`src/rtl/regfile_pkg.sv`:
```
// ----------------------------------------------------------------------------
// regfile_pkg
//   Definitions shared by the register-file writeback controller and its
//   scoreboard.
//   Contents:
//     XLEN, NUM_REGS, REG_IDX_W : datapath and register-file geometry
//     wb_req_t                  : one writeback request {valid, rd, data}
//     wb_grant_e                : which requester owns the write port
//     reg_mask()                : one-hot mask for a register index
// ----------------------------------------------------------------------------
package regfile_pkg;

    localparam int XLEN      = 32;
    localparam int NUM_REGS  = 32;
    localparam int REG_IDX_W = 5;

    typedef struct packed {
        logic                 valid;
        logic [REG_IDX_W-1:0] rd;
        logic [XLEN-1:0]      data;
    } wb_req_t;

    typedef enum logic [1:0] {
        GNT_NONE = 2'd0,
        GNT_ALU  = 2'd1,
        GNT_LSU  = 2'd2
    } wb_grant_e;

    // One-hot mask selecting register idx. The caller masks out x0.
    function automatic logic [NUM_REGS-1:0] reg_mask(input logic [REG_IDX_W-1:0] idx);
        logic [NUM_REGS-1:0] m;
        m      = '0;
        m[idx] = 1'b1;
        return m;
    endfunction

endpackage

```
`src/rtl/rf_scoreboard.sv`:
```
// ----------------------------------------------------------------------------
// rf_scoreboard
//   Tracks which architectural registers have a write in flight and blocks
//   issue of any instruction that reads or overwrites one of them.
//   Ports:
//     clk, rst              : clock, synchronous active-high reset
//     iss_valid             : decode presents an instruction
//     iss_rd/iss_rs1/iss_rs2: destination and source register indices
//     clr_en, clr_rd        : a write to clr_rd is being committed this cycle
//     stall                 : issue blocked (combinational)
//     busy                  : bit n set means register n has a pending write
// ----------------------------------------------------------------------------
module rf_scoreboard
    import regfile_pkg::*;
(
    input  logic                 clk,
    input  logic                 rst,
    input  logic                 iss_valid,
    input  logic [REG_IDX_W-1:0] iss_rd,
    input  logic [REG_IDX_W-1:0] iss_rs1,
    input  logic [REG_IDX_W-1:0] iss_rs2,
    input  logic                 clr_en,
    input  logic [REG_IDX_W-1:0] clr_rd,
    output logic                 stall,
    output logic [NUM_REGS-1:0]  busy
);

    logic [NUM_REGS-1:0] busy_p0;
    logic [NUM_REGS-1:0] busy_next;
    logic [NUM_REGS-1:0] set_mask;
    logic [NUM_REGS-1:0] clr_mask;
    logic                issue_fire;

    // Hazard check uses the busy state as it stands this cycle. A commit that
    // clears a bit at the coming edge is deliberately not bypassed, so the
    // dependent instruction issues one cycle after the write is visible.
    // x0 is never busy, so index 0 cannot cause a stall.
    always_comb begin
        stall = iss_valid &&
                (busy_p0[iss_rs1] || busy_p0[iss_rs2] || busy_p0[iss_rd]);
    end

    always_comb begin
        issue_fire = iss_valid && !stall && (iss_rd != '0);
    end

    // Clear first, then set: an issue that targets the register being
    // committed in the same cycle leaves it busy for the new producer.
    always_comb begin
        set_mask = '0;
        clr_mask = '0;
        if (issue_fire) begin
            set_mask = reg_mask(iss_rd);
        end
        if (clr_en) begin
            clr_mask = reg_mask(clr_rd);
        end
        busy_next    = (busy_p0 & ~clr_mask) | set_mask;
        busy_next[0] = 1'b0;
    end

    // ---- stage p0: scoreboard state ----
    always_ff @(posedge clk) begin
        if (rst) begin
            busy_p0 <= '0;
        end else begin
            busy_p0 <= busy_next;
        end
    end

    assign busy = busy_p0;

endmodule

```
`src/rtl/rf_wb_ctrl.sv`:
```
// ----------------------------------------------------------------------------
// rf_wb_ctrl
//   Arbitrates the single register-file write port between the ALU and the
//   load unit, registers the winning write, and hosts the issue scoreboard.
//   The load unit normally wins; a starve counter guarantees the ALU a grant
//   after STARVE_LIMIT consecutive lost cycles.
//   Parameters:
//     STARVE_LIMIT : max consecutive cycles a valid ALU request may lose (>=1)
//   Ports:
//     clk, rst                               : clock, sync active-high reset
//     iss_valid_i, iss_rd_i, iss_rs1_i/rs2_i : instruction offered for issue
//     stall_o                                : issue blocked (combinational)
//     alu_valid_i/rd_i/data_i, alu_ready_o   : ALU writeback handshake
//     lsu_valid_i/rd_i/data_i, lsu_ready_o   : load-unit writeback handshake
//     rf_we_o, rf_sel_rd_o, rf_rd_o          : registered register-file write
//     busy_o                                 : pending-write scoreboard
// ----------------------------------------------------------------------------
module rf_wb_ctrl
    import regfile_pkg::*;
#(
    parameter int STARVE_LIMIT = 4
) (
    input  logic                 clk,
    input  logic                 rst,
    input  logic                 iss_valid_i,
    input  logic [REG_IDX_W-1:0] iss_rd_i,
    input  logic [REG_IDX_W-1:0] iss_rs1_i,
    input  logic [REG_IDX_W-1:0] iss_rs2_i,
    output logic                 stall_o,
    input  logic                 alu_valid_i,
    input  logic [REG_IDX_W-1:0] alu_rd_i,
    input  logic [XLEN-1:0]      alu_data_i,
    output logic                 alu_ready_o,
    input  logic                 lsu_valid_i,
    input  logic [REG_IDX_W-1:0] lsu_rd_i,
    input  logic [XLEN-1:0]      lsu_data_i,
    output logic                 lsu_ready_o,
    output logic                 rf_we_o,
    output logic [REG_IDX_W-1:0] rf_sel_rd_o,
    output logic [XLEN-1:0]      rf_rd_o,
    output logic [NUM_REGS-1:0]  busy_o
);

    localparam int CNT_W = (STARVE_LIMIT < 1) ? 1 : $clog2(STARVE_LIMIT + 1);
    localparam logic [CNT_W-1:0] CNT_MAX = CNT_W'(STARVE_LIMIT);

    // Saturating increment of the starve counter.
    function automatic logic [CNT_W-1:0] sat_inc(input logic [CNT_W-1:0] v);
        if (v >= CNT_MAX) begin
            return CNT_MAX;
        end
        return v + CNT_W'(1);
    endfunction

    wb_req_t          alu_req;
    wb_req_t          lsu_req;
    wb_req_t          win_req;
    wb_grant_e        gnt;
    logic [CNT_W-1:0] starve_cnt;
    logic             starve_hit;
    logic             hs_commit;
    wb_req_t          wb_p1;

    always_comb begin
        alu_req.valid = alu_valid_i;
        alu_req.rd    = alu_rd_i;
        alu_req.data  = alu_data_i;
        lsu_req.valid = lsu_valid_i;
        lsu_req.rd    = lsu_rd_i;
        lsu_req.data  = lsu_data_i;
    end

    always_comb begin
        starve_hit = (starve_cnt == CNT_MAX);
    end

    // Load unit has priority except when the ALU has been starved for the
    // full limit. If the ALU has dropped its request the limit is moot and
    // the load unit keeps the port. Nothing is granted during reset.
    always_comb begin
        gnt = GNT_NONE;
        if (!rst) begin
            if (lsu_req.valid && !(alu_req.valid && starve_hit)) begin
                gnt = GNT_LSU;
            end else if (alu_req.valid) begin
                gnt = GNT_ALU;
            end
        end
    end

    always_comb begin
        alu_ready_o = (gnt == GNT_ALU);
        lsu_ready_o = (gnt == GNT_LSU);
    end

    always_comb begin
        win_req = '0;
        case (gnt)
            GNT_ALU: win_req = alu_req;
            GNT_LSU: win_req = lsu_req;
            default: win_req = '0;
        endcase
    end

    // A write to x0 is accepted but never reaches the register file.
    always_comb begin
        hs_commit = win_req.valid && (win_req.rd != '0);
    end

    // ---- stage p1: registered write port and starve counter ----
    always_ff @(posedge clk) begin
        if (rst) begin
            wb_p1      <= '0;
            starve_cnt <= '0;
        end else begin
            wb_p1.valid <= hs_commit;
            if (hs_commit) begin
                wb_p1.rd   <= win_req.rd;
                wb_p1.data <= win_req.data;
            end
            if (!alu_req.valid || (gnt == GNT_ALU)) begin
                starve_cnt <= '0;
            end else begin
                starve_cnt <= sat_inc(starve_cnt);
            end
        end
    end

    always_comb begin
        rf_we_o     = wb_p1.valid;
        rf_sel_rd_o = wb_p1.rd;
        rf_rd_o     = wb_p1.data;
    end

    // The committing write frees its destination in the scoreboard.
    rf_scoreboard u_scoreboard (
        .clk       (clk),
        .rst       (rst),
        .iss_valid (iss_valid_i),
        .iss_rd    (iss_rd_i),
        .iss_rs1   (iss_rs1_i),
        .iss_rs2   (iss_rs2_i),
        .clr_en    (wb_p1.valid),
        .clr_rd    (wb_p1.rd),
        .stall     (stall_o),
        .busy      (busy_o)
    );

endmodule
```
`config.mk`:
```
export PLATFORM = sky130hd
export DESIGN_NAME = rf_wb_ctrl
export DESIGN_NICKNAME = d
export VERILOG_FILES = /design/src/rtl/regfile_pkg.sv /design/src/rtl/rf_scoreboard.sv /design/src/rtl/rf_wb_ctrl.sv
export SDC_FILE = /design/constraint.sdc
export NUM_CORES = 1
export LEC_CHECK = 0
export BUFFER_PORTS_ARGS = -buffer_cell sky130_fd_sc_hd__buf_2
export CAP_MARGIN = 20
export CORE_MARGIN = 2
export CORE_UTILIZATION = 35
export DETAILED_ROUTE_END_ITERATION = 8
export HOLD_SLACK_MARGIN = 0.03
export SLEW_MARGIN = 20
export SYNTH_ARGS = -nofsm -noshare
export SYNTH_HDL_FRONTEND = slang
export SYNTH_SLANG_ARGS = --single-unit
```
`constraint.sdc`:
```
create_clock -name clk -period 3.3 [get_ports clk]
set_clock_uncertainty 0.05 [all_clocks]
set_input_delay 0.165 -clock clk [delete_from_list [all_inputs] [get_ports clk]]
set_output_delay 0.165 -clock clk [all_outputs]
set_load 0.02 [all_outputs]
```
==> out/metrics.cfg <==
[worst_setup_path]
critPathRequiredTime_ns=3.08
slowest_stage=mux4_2
critical_path_arrival_ns=2.54
critPathLaunchType=register
worst-path-max-fanout=17
endpoint_kind=output port
crit_buf_inv=1
path_delay_family=simple AND/OR/NAND/NOR gates
critPathMaxStageDelay_ns=0.48
rrSetupSlack_ns=0.75
path_cells=mux4_2, mux2i_1, nor3b_1, nor4_4, nand4_4, and2_1, buf_2
crit_type=register to output port

[placement]
dpl_cell_area_mm2=0.00511
gp_congestion=0.951
dpl.hpwl_mm=10.5
io_buffers=165

[synth]
ys_seq_area_frac=0.337
syn_area_mm2=0.00428
ys_seq_elements=72
synthArstFlopShare=0
synth_ff_type=dfxtp_1
synth_edf_count=0
yosysUniqueCellTypes=57
synthTopCellsByCount=72 x dfxtp_1, 46 x nor2_1, 39 x a22oi_1
post-synth-top-count-cell=dfxtp_1
synth_area_leaders=dfxtp_1 34%, a22oi_1 6.8%, a211oi_1 6.3%
synth_top_area_frac=0.337
yosysWarnings=0
avgSynthCellArea_um2=9.04
synth_area_leader_cell=dfxtp_1
synthCells=474
synth_nets=572

[clock_network]
clockBufferDepth=2
cts_tree=yes
cts_resized=0
cts_setup_buffers=0
root_buffer=clkbuf_16
cts_made_buffers=9
clkLatencyLatePin_ns=0.34
clock_sinks=72
cts-htree-levels=3
path_clk_slew_ns=0.06
cts_hold_buffers=0

[sta]
tns_ns=0
rsz0062_at_grt=no
final-setup-viol-count=0
drv_slew=0
worst_pin_slew_ns=0.768
hold_viol=0
relSlewSlack=0.486
fmax_mhz=363
period_needed_ns=2.76
finalCritPeriodShare=0.835

[finish]
stdcell_area_mm2=0.00544
area_growth_pct=27.0
finalNetCount=709
n_antenna_cell=0
fill_cells=1179
drive_above_1_share=0.347

[floorplan]
die_x_um=115
core_mm2=0.0120
num_rows=40
io_pins=167
dieArea_mm2=0.0131
start_util=0.358
fp.dieH_um=115

[status]
status=completed

[power]
vdd_ir_drop_max_mv=0.236
p_per_area_mw_per_mm2=419
p_leak_nw=2.27

[drt]
drt_iter0_markers=250
ant_nets=0
num_vias=4359
via_per_inst=5.71
drt_pass1_iterations=5
wl_mm=13.9
wire_per_inst_um=18.3
drc=0

[grt]
grt-ovfl-total=0
antenna_found_initial=0
gr-usage-all-layers=0.211
grt_max_degree=75
grt_first_pass_wirelength_mm=21.9
grt_pass1_vias=4158

[flow_run]
maxCapViolCount=0

[min_path]
min_path_type=primary input to register

==> final cells by class <==
class	count	area (µm²)	share of cell area
Clock buffer	11	253	0.0465
Tap cell	147	184	0.0338
Sequential cell	72	1440	0.265
Multi-Input combinational cell	350	2590	0.476
Clock inverter	5	78.8	0.0145
Timing Repair Buffer	170	863	0.159
Inverter	8	30.0	0.00552
==> power by group <==
group          switching (mW)  internal (mW)
Combinational           0.184          0.122
Sequential             0.0175          0.888
Clock                   0.365          0.701
Total                   0.566           1.71
==> per-stage QoR <==
stage,hold WS [ns],power [mW],cells,worst slack (ns),utilization
2_1_floorplan,0.321,1.12,474,0.575,-
3_3_place_gp,0.391,1.22,747,0.809,0.427
3_5_place_dp,0.428,1.23,747,0.749,0.427
4_1_cts,0.140,2.30,763,0.525,0.455
5_1_grt,0.161,2.36,763,0.366,0.455
6_report,0.143,2.28,763,0.543,0.455
==> worst reg2reg max path, delay by kind of cell (launching register included) <==
| family | cells | cell delay [ns] |
|---|---|---|
| AO/OA/AOI/OAI | 2 | 0.26 |
| adder cells (fa/ha/maj) | 2 | 0.49 |
| buffers and inverters | 3 | 0.66 |
| flip-flops | 1 | 0.36 |
| multiplexers | 1 | 0.26 |
| AND/OR/NAND/NOR | 4 | 0.34 |
==> cells in the final DEF, fill, tap and decap left out, drive strengths merged, types with 14 or more instances in the layout <==
| master | netlist | final |
|---|---|---|
| o31ai | 16 | 16 |
| nor2 | 46 | 46 |
| nand3b | 22 | 22 |
| a22oi | 39 | 39 |
| nand2 | 29 | 29 |
| nor2b | 17 | 17 |
| buf | 12 | 170 |
| dfxtp | 72 | 72 |
| mux2i | 14 | 14 |
| a211oi | 36 | 36 |
| o21ai | 23 | 23 |
==> path summary, 6_finish.rpt <==
path | cells after the start | to | start
worst min register to register | 1 | starve_cnt[0] | starve_cnt[0]
worst min-delay path | 3 | starve_cnt[2] | alu_valid_i
worst max-delay path | 7 | stall_o | u_scoreboard.busy[14]
worst max register to register | 12 | rf_sel_rd_o[0] | starve_cnt[0]
==> routing by layer <==
metal	global-route usage	wire length (µm)
met5	0	0
met4	0.0943	362
met3	0.0439	1180
met2	0.344	6580
met1	0.269	5830
==> logic make-up after synthesis <==
kind of cell / count (synthesis) / synth area share
adder cells (fa/ha/maj): 4 / 0.0117
AND/OR/NAND/NOR: 167 / 0.220
other: 1 / 0.000876
AO/OA/AOI/OAI: 143 / 0.254
multiplexers: 35 / 0.117
flip-flops: 72 / 0.337
buffers and inverters: 52 / 0.0593
==> state kept, by name (all words and copies together), names as in the netlist <==
register,flops
rf_rd_o,32
u_scoreboard.busy,31
rf_sel_rd_o,5
starve_cnt,3
rf_we_o,1
Note: power is estimated with default switching activity, not from simulation.
